--- src/rtl/ram_rd_check.sv ---
// ram_rd_check: read-data checker for a single-port RAM and its sequencer.
//
// Snoops the sequencer's RAM control bus and keeps a shadow copy of every
// write. Each read launches a tag {addr, expected data, shadow valid} into
// an RD_LAT-deep pipeline. When the tag reaches the end of the pipeline,
// the RAM's returned data is compared against the expected data.
//
// A sweep is a run of reads. It ends when the bus leaves the read phase,
// either on a write or on an idle cycle, and the last in-flight tag has
// been compared. Each completed sweep produces a verdict.
//
// Ports:
//   clk, rst_n        clock, asynchronous active-low reset
//   ram_en            bus cycle qualifier
//   ram_wr_H_rd_L     1 = write, 0 = read
//   ram_addr          RAM address
//   ram_wr_data       RAM write data
//   ram_rd_data       RAM read data, RD_LAT edges after the read
//   chk_valid         one-cycle pulse: a compare was performed
//   chk_err           one-cycle pulse: that compare mismatched
//   err_cnt           saturating mismatch count
//   sweep_done        one-cycle pulse at the end of a read sweep
//   sweep_ok          verdict of the last completed sweep
//   sweep_cnt         wrapping count of completed sweeps
//   err_sticky        set on the first mismatch since reset
//   first_err_addr    address of the first mismatch
//   first_err_exp     expected data of the first mismatch
//   first_err_got     received data of the first mismatch
module ram_rd_check #(
  parameter int unsigned ADDR_W = 5,
  parameter int unsigned DATA_W = 8,
  parameter int unsigned RD_LAT = 1,
  parameter int unsigned CNT_W  = 16
) (
  input  logic              clk,
  input  logic              rst_n,
  input  logic              ram_en,
  input  logic              ram_wr_H_rd_L,
  input  logic [ADDR_W-1:0] ram_addr,
  input  logic [DATA_W-1:0] ram_wr_data,
  input  logic [DATA_W-1:0] ram_rd_data,
  output logic              chk_valid,
  output logic              chk_err,
  output logic [CNT_W-1:0]  err_cnt,
  output logic              sweep_done,
  output logic              sweep_ok,
  output logic [CNT_W-1:0]  sweep_cnt,
  output logic              err_sticky,
  output logic [ADDR_W-1:0] first_err_addr,
  output logic [DATA_W-1:0] first_err_exp,
  output logic [DATA_W-1:0] first_err_got
);

  localparam int unsigned DEPTH = 2 ** ADDR_W;

  typedef enum logic [1:0] {IDLE, WRITE, READ, DRAIN} state_t;

  state_t state, state_nxt;

  logic wr_cyc, rd_cyc;
  assign wr_cyc = ram_en &  ram_wr_H_rd_L;
  assign rd_cyc = ram_en & ~ram_wr_H_rd_L;

  // Shadow memory; data is deliberately not reset, validity is.
  logic [DATA_W-1:0] shadow [DEPTH];
  logic [DEPTH-1:0]  shadow_v;

  always_ff @(posedge clk) begin
    if (wr_cyc) shadow[ram_addr] <= ram_wr_data;
  end

  always_ff @(posedge clk or negedge rst_n) begin
    if (!rst_n)      shadow_v <= '0;
    else if (wr_cyc) shadow_v[ram_addr] <= 1'b1;
  end

  // Read-tag pipeline. p_occ marks a launched read (even to an unwritten
  // address) so the drain logic can see it; p_v gates the compare itself.
  logic [ADDR_W-1:0] p_addr [RD_LAT];
  logic [DATA_W-1:0] p_exp  [RD_LAT];
  logic [RD_LAT-1:0] p_occ, p_v;

  always_ff @(posedge clk or negedge rst_n) begin
    if (!rst_n) begin
      p_occ <= '0;
      p_v   <= '0;
      for (int unsigned i = 0; i < RD_LAT; i++) begin
        p_addr[i] <= '0;
        p_exp[i]  <= '0;
      end
    end else begin
      p_occ[0]  <= rd_cyc;
      p_v[0]    <= rd_cyc & shadow_v[ram_addr];
      p_addr[0] <= ram_addr;
      p_exp[0]  <= shadow[ram_addr];
      for (int unsigned i = 1; i < RD_LAT; i++) begin
        p_occ[i]  <= p_occ[i-1];
        p_v[i]    <= p_v[i-1];
        p_addr[i] <= p_addr[i-1];
        p_exp[i]  <= p_exp[i-1];
      end
    end
  end

  logic cmp_now, mis_now;
  assign cmp_now = p_occ[RD_LAT-1] & p_v[RD_LAT-1];
  assign mis_now = cmp_now & (ram_rd_data != p_exp[RD_LAT-1]);

  // Tags still upstream of the final stage. The final-stage tag is compared
  // on the current edge, so once these are empty the sweep can close now.
  logic upstream_busy;
  always_comb begin
    upstream_busy = 1'b0;
    for (int unsigned i = 0; i + 1 < RD_LAT; i++) upstream_busy |= p_occ[i];
  end

  logic exit_wr;
  logic sweep_fire;

  always_comb begin
    state_nxt  = state;
    sweep_fire = 1'b0;
    unique case (state)
      IDLE: begin
        if (wr_cyc)      state_nxt = WRITE;
        else if (rd_cyc) state_nxt = READ;
      end
      WRITE: begin
        if (rd_cyc) state_nxt = READ;
      end
      READ: begin
        if (!rd_cyc) state_nxt = DRAIN;
      end
      DRAIN: begin
        if (rd_cyc) begin
          state_nxt = READ;
        end else if (!upstream_busy) begin
          sweep_fire = 1'b1;
          state_nxt  = exit_wr ? WRITE : IDLE;
        end
      end
      default: state_nxt = IDLE;
    endcase
  end

  always_ff @(posedge clk or negedge rst_n) begin
    if (!rst_n) state <= IDLE;
    else        state <= state_nxt;
  end

  always_ff @(posedge clk or negedge rst_n) begin
    if (!rst_n)                       exit_wr <= 1'b0;
    else if (state == READ && !rd_cyc) exit_wr <= wr_cyc;
  end

  // Per-sweep accumulators; the compare landing on the closing edge is
  // folded into the verdict.
  logic sweep_cmp, sweep_err;

  always_ff @(posedge clk or negedge rst_n) begin
    if (!rst_n) begin
      sweep_cmp  <= 1'b0;
      sweep_err  <= 1'b0;
      sweep_done <= 1'b0;
      sweep_ok   <= 1'b0;
      sweep_cnt  <= '0;
    end else begin
      sweep_done <= sweep_fire;
      if (sweep_fire) begin
        sweep_ok  <= (sweep_cmp | cmp_now) & ~(sweep_err | mis_now);
        sweep_cnt <= sweep_cnt + CNT_W'(1);
        sweep_cmp <= 1'b0;
        sweep_err <= 1'b0;
      end else begin
        if (cmp_now) sweep_cmp <= 1'b1;
        if (mis_now) sweep_err <= 1'b1;
      end
    end
  end

  always_ff @(posedge clk or negedge rst_n) begin
    if (!rst_n) begin
      chk_valid      <= 1'b0;
      chk_err        <= 1'b0;
      err_cnt        <= '0;
      err_sticky     <= 1'b0;
      first_err_addr <= '0;
      first_err_exp  <= '0;
      first_err_got  <= '0;
    end else begin
      chk_valid <= cmp_now;
      chk_err   <= mis_now;
      if (mis_now && err_cnt != '1) err_cnt <= err_cnt + CNT_W'(1);
      if (mis_now && !err_sticky) begin
        err_sticky     <= 1'b1;
        first_err_addr <= p_addr[RD_LAT-1];
        first_err_exp  <= p_exp[RD_LAT-1];
        first_err_got  <= ram_rd_data;
      end
    end
  end

endmodule
--- config.mk ---
export PLATFORM = sky130hd
export DESIGN_NAME = ram_rd_check
export DESIGN_NICKNAME = d
export VERILOG_FILES = /design/src/rtl/ram_rd_check.sv
export SDC_FILE = /design/constraint.sdc
export NUM_CORES = 1
export LEC_CHECK = 0
export CAP_MARGIN = 15
export CELL_PAD_IN_SITES_DETAIL_PLACEMENT = 0
export CELL_PAD_IN_SITES_GLOBAL_PLACEMENT = 2
export CORE_MARGIN = 2
export CORE_UTILIZATION = 45
export CTS_BUF_LIST = sky130_fd_sc_hd__clkbuf_16
export DETAILED_ROUTE_END_ITERATION = 16
export PLACE_DENSITY = 0.83
export SLEW_MARGIN = 10
export SYNTH_ARGS = -nofsm -noshare
export SYNTH_HDL_FRONTEND = slang
export SYNTH_SLANG_ARGS = --single-unit
--- constraint.sdc ---
create_clock -name clk -period 2.29 [get_ports clk]
set_input_delay 0.229 -clock clk [delete_from_list [all_inputs] [get_ports clk]]
set_output_delay 0.229 -clock clk [all_outputs]
set_load 0.02 [all_outputs]
==> flow_results.xml <==
<?xml version="1.0" encoding="UTF-8"?>
<metrics>
  <group name="placed_design">
    <metric name="detailedPlace.worstSlack" unit="ps">90.5</metric>
    <metric name="gp_routability_congestion" unit="">0.816</metric>
    <metric name="placed_area" unit="mm²">0.0159</metric>
    <metric name="count_of_buffers_from_port_buffering" unit="">82</metric>
    <metric name="half_perimeter_wire_length_after_detailed_placement" unit="µm">19800</metric>
    <metric name="dp_cells" unit="">1284</metric>
  </group>
  <group name="synth">
    <metric name="synth_area_per_cell" unit="µm²">18.8</metric>
    <metric name="yosysTopAreaCellShare" unit="">0.544</metric>
    <metric name="leading_cell_types_by_total_area_after_synthesis" unit="">sky130_fd_sc_hd__edfxtp_1 (54%), sky130_fd_sc_hd__dfrtp_1 (19%), sky130_fd_sc_hd__mux4_2 (11%)</metric>
    <metric name="async_reset_ff_frac" unit="">0.301</metric>
    <metric name="synthesis.area" unit="mm²">0.0141</metric>
    <metric name="synth_seq_cells" unit="">366</metric>
    <metric name="yosys.area.top_type" unit="">sky130_fd_sc_hd__edfxtp_1</metric>
    <metric name="post_synth_inst_count" unit="">754</metric>
    <metric name="number_of_distinct_library_cells_after_synthesis" unit="">47</metric>
    <metric name="synth.net_count" unit="">781</metric>
    <metric name="postSynth.topFlopCell" unit="">sky130_fd_sc_hd__edfxtp_1</metric>
    <metric name="seq_area_frac_synth" unit="">0.738</metric>
    <metric name="synth_enable_flop_cells" unit="">256</metric>
    <metric name="synth_warn" unit="">0</metric>
  </group>
  <group name="finish">
    <metric name="filler_cell_count" unit="">2404</metric>
    <metric name="final_design_area_no_fill" unit="mm²">0.0171</metric>
    <metric name="layout-drive-gt1-share" unit="">0.278</metric>
    <metric name="n_antenna_cell" unit="">0</metric>
    <metric name="final_cell_mix" unit="">sky130_fd_sc_hd__edfxtp_1 (256), sky130_fd_sc_hd__dfrtp_1 (110), sky130_fd_sc_hd__clkdlybuf4s50_1 (79)</metric>
    <metric name="nNetsFinal" unit="">956</metric>
    <metric name="post_layout_nonfiller_instances" unit="">1354</metric>
    <metric name="layout-area-overhead-vs-synth" unit="%">21.2</metric>
    <metric name="layout.core_utilization" unit="">0.557</metric>
    <metric name="layout.cells.most_common" unit="">sky130_fd_sc_hd__edfxtp_1</metric>
  </group>
  <group name="die">
    <metric name="die_y" unit="µm">181</metric>
    <metric name="die_area" unit="mm²">0.0329</metric>
    <metric name="initial_core_util" unit="">0.460</metric>
    <metric name="core" unit="mm²">0.0307</metric>
    <metric name="die_span_x" unit="µm">181</metric>
    <metric name="placementRows" unit="">64</metric>
    <metric name="ios" unit="">83</metric>
  </group>
  <group name="detailed_routing">
    <metric name="drt-wirelength-per-cell" unit="µm">22.4</metric>
    <metric name="route.detailed.drc" unit="">0</metric>
    <metric name="vias_per_cell" unit="">5.53</metric>
    <metric name="vias" unit="">7485</metric>
    <metric name="drt.antenna.violating_nets" unit="">0</metric>
    <metric name="drt-pass1-iter-count" unit="">5</metric>
    <metric name="drtIter0Drc" unit="">598</metric>
    <metric name="drt-total-wl" unit="µm">30300</metric>
  </group>
  <group name="clocking">
    <metric name="cts_tree" unit="">done</metric>
    <metric name="cts_buffer_depth" unit="">3</metric>
    <metric name="post-cts-setup-buffers" unit="">0</metric>
    <metric name="clkSlewWorstSetupHoldPaths" unit="ps">60</metric>
    <metric name="clock_insertion_delay_worst_skew" unit="ps">510</metric>
    <metric name="cts_inserted_buffers" unit="">38</metric>
    <metric name="cts_htree_levels" unit="">2</metric>
    <metric name="ctsRootBufferMaster" unit="">sky130_fd_sc_hd__clkbuf_16</metric>
    <metric name="cts_repair_resize_count" unit="">0</metric>
    <metric name="cts.sink_count" unit="">366</metric>
  </group>
  <group name="setup_path">
    <metric name="ff_to_ff_path_depth" unit="">7</metric>
    <metric name="arrival" unit="ps">2350</metric>
    <metric name="crit_path_max_fanout" unit="">8</metric>
    <metric name="cp-end-kind" unit="">flip-flop</metric>
    <metric name="worstReg2RegStart" unit="">err_cnt[1]</metric>
    <metric name="r2r_slack" unit="ps">310</metric>
    <metric name="r2r-end" unit="">err_cnt[9]</metric>
    <metric name="worst_ep_required_time" unit="ps">2670</metric>
    <metric name="critPathLaunchType" unit="">flip-flop</metric>
    <metric name="worstSetupPathType" unit="">reg2reg</metric>
  </group>
  <group name="power">
    <metric name="p_total" unit="mW">15.1</metric>
    <metric name="power_density" unit="mW/mm²">883</metric>
    <metric name="total_leakage_power" unit="nW">6.33</metric>
    <metric name="vdd_ir_drop_max" unit="mV">0.450</metric>
  </group>
  <group name="timing">
    <metric name="whs" unit="ps">93.4</metric>
    <metric name="layout_min_cycle_time" unit="ps">1980</metric>
    <metric name="timing.max_slew.rel_slack" unit="">0.600</metric>
    <metric name="rsz_0062_raised_after_global_routing" unit="">false</metric>
    <metric name="finalHoldViolCount" unit="">0</metric>
    <metric name="post-route-period-util" unit="">0.863</metric>
    <metric name="fmax" unit="MHz">506</metric>
    <metric name="worst_clock_skew" unit="ps">7.50</metric>
    <metric name="maxSlewViolCount" unit="">0</metric>
    <metric name="timing.final.ws_setup" unit="ps">314</metric>
    <metric name="worst_pin_slew" unit="ps">599</metric>
    <metric name="finalSetupViolations" unit="">0</metric>
    <metric name="finalSetupTns" unit="ps">0</metric>
  </group>
  <group name="grt">
    <metric name="grt_pass1_wl" unit="µm">46800</metric>
    <metric name="overflow" unit="">0</metric>
    <metric name="grt_pass1_vias" unit="">7572</metric>
    <metric name="globalRouteTotalUtil" unit="">0.190</metric>
    <metric name="grt_max_degree" unit="">69</metric>
    <metric name="grt_antenna_before_repair" unit="">0</metric>
  </group>
  <group name="hold_path">
    <metric name="hold_path_startpoint" unit="">ram_addr[0]</metric>
    <metric name="min_delay_worst_endpoint" unit="">p_addr[0]</metric>
    <metric name="min_path_type" unit="">in2reg</metric>
    <metric name="timing.hold.worst_path_depth" unit="">2</metric>
  </group>
  <group name="outcome">
    <metric name="run_status" unit="">complete, no violations</metric>
  </group>
  <group name="run">
    <metric name="max_cap_violations" unit="">0</metric>
  </group>
</metrics>
## final cells by class
class / instances / area, µm² / area share
Clock inverter: 30 / 209 / 0.0122
Inverter: 4 / 15.0 / 0.000876
Tap cell: 396 / 495 / 0.0289
Sequential cell: 366 / 10400 / 0.609
Clock buffer: 39 / 976 / 0.0569
Timing Repair Buffer: 163 / 1490 / 0.0867
Multi-Input combinational cell: 356 / 3520 / 0.205
## cells in the mapped netlist, drive strengths merged (3+ instances only)
| cell type | instances |
|---|---|
| and2 | 4 |
| mux4 | 72 |
| nand2b | 3 |
| xnor2 | 20 |
| or3 | 3 |
| nand4 | 18 |
| nor2 | 51 |
| nand2 | 26 |
| edfxtp | 256 |
| nor3b | 3 |
| clkbuf | 3 |
| buf | 25 |
| a22oi | 36 |
| or2 | 34 |
| mux2 | 24 |
| inv | 4 |
| nor3 | 9 |
| and3 | 9 |
| nor4 | 4 |
| xor2 | 17 |
| nand3 | 8 |
| dfrtp | 110 |
## worst max-delay path by stage
stage                start            end  cells past startpoint
6_report        err_cnt[1]     err_cnt[9]                      7
5_1_grt         err_cnt[1]     err_cnt[9]                      7
4_1_cts         err_cnt[1]    err_cnt[11]                      7
3_5_place_dp   ram_addr[4]  shadow[19][7]                      4
3_3_place_gp   ram_addr[4]  shadow[16][7]                      4
2_1_floorplan   err_cnt[0]     err_cnt[9]                      7
## timing repair
| action | 4_1_cts | 5_1_grt |
|---|---|---|
| setup endpoints to repair | 0 | 0 |
| hold buffers | 1 | 0 |
| endpoints found under the hold margin | 42 | 0 |
## sequential cells by signal, indices dropped and copies added, names as in the netlist, 5 cells and up, named ones only
| register | flops |
|---|---|
| err_cnt | 16 |
| first_err_addr | 5 |
| first_err_exp | 8 |
| first_err_got | 8 |
| p_addr | 5 |
| p_exp | 8 |
| shadow | 256 |
| shadow_v | 32 |
| sweep_cnt | 16 |
## worst max-delay path, stage by stage, from the launching register on
cell                        delay [ps]
sky130_fd_sc_hd__dfrtp_1           460
sky130_fd_sc_hd__ha_1              260
sky130_fd_sc_hd__nand3_1           110
sky130_fd_sc_hd__nand4bb_1         250
sky130_fd_sc_hd__nor2_2            300
sky130_fd_sc_hd__buf_4             220
sky130_fd_sc_hd__nor4b_1            70
sky130_fd_sc_hd__xor2_1            150
## layer usage
| metal | vias up | share of wire | global-route usage |
|---|---|---|---|
| li1 | 3318 | - | - |
| met1 | 3831 | 0.45 | 0.283 |
| met2 | 287 | 0.46 | 0.286 |
| met3 | 49 | 0.072 | 0.0391 |
| met4 | 0 | 0.024 | 0.0553 |
| met5 | - | 0 | 0 |
## power breakdown
group / total (mW) / switching [mW] / internal [mW]
Combinational: 1.64 / 0.818 / 0.821
Sequential: 7.69 / 0.231 / 7.46
Clock: 5.81 / 2.39 / 3.42
Total: 15.1 / 3.44 / 11.7
## cells by family (layout without fill, tap and decap cells)
kind of cell,count (synthesis),count (layout),share of synthesized area
AND/OR/NAND/NOR,180,180,0.0679
multiplexers,96,96,0.134
adder cells (fa/ha/maj),2,2,0.00177
buffers and inverters,32,236,0.0130
XOR/XNOR,37,37,0.0229
AO/OA/AOI/OAI,41,41,0.0225
flip-flops,366,366,0.738
(Power assumes the default switching activity.)
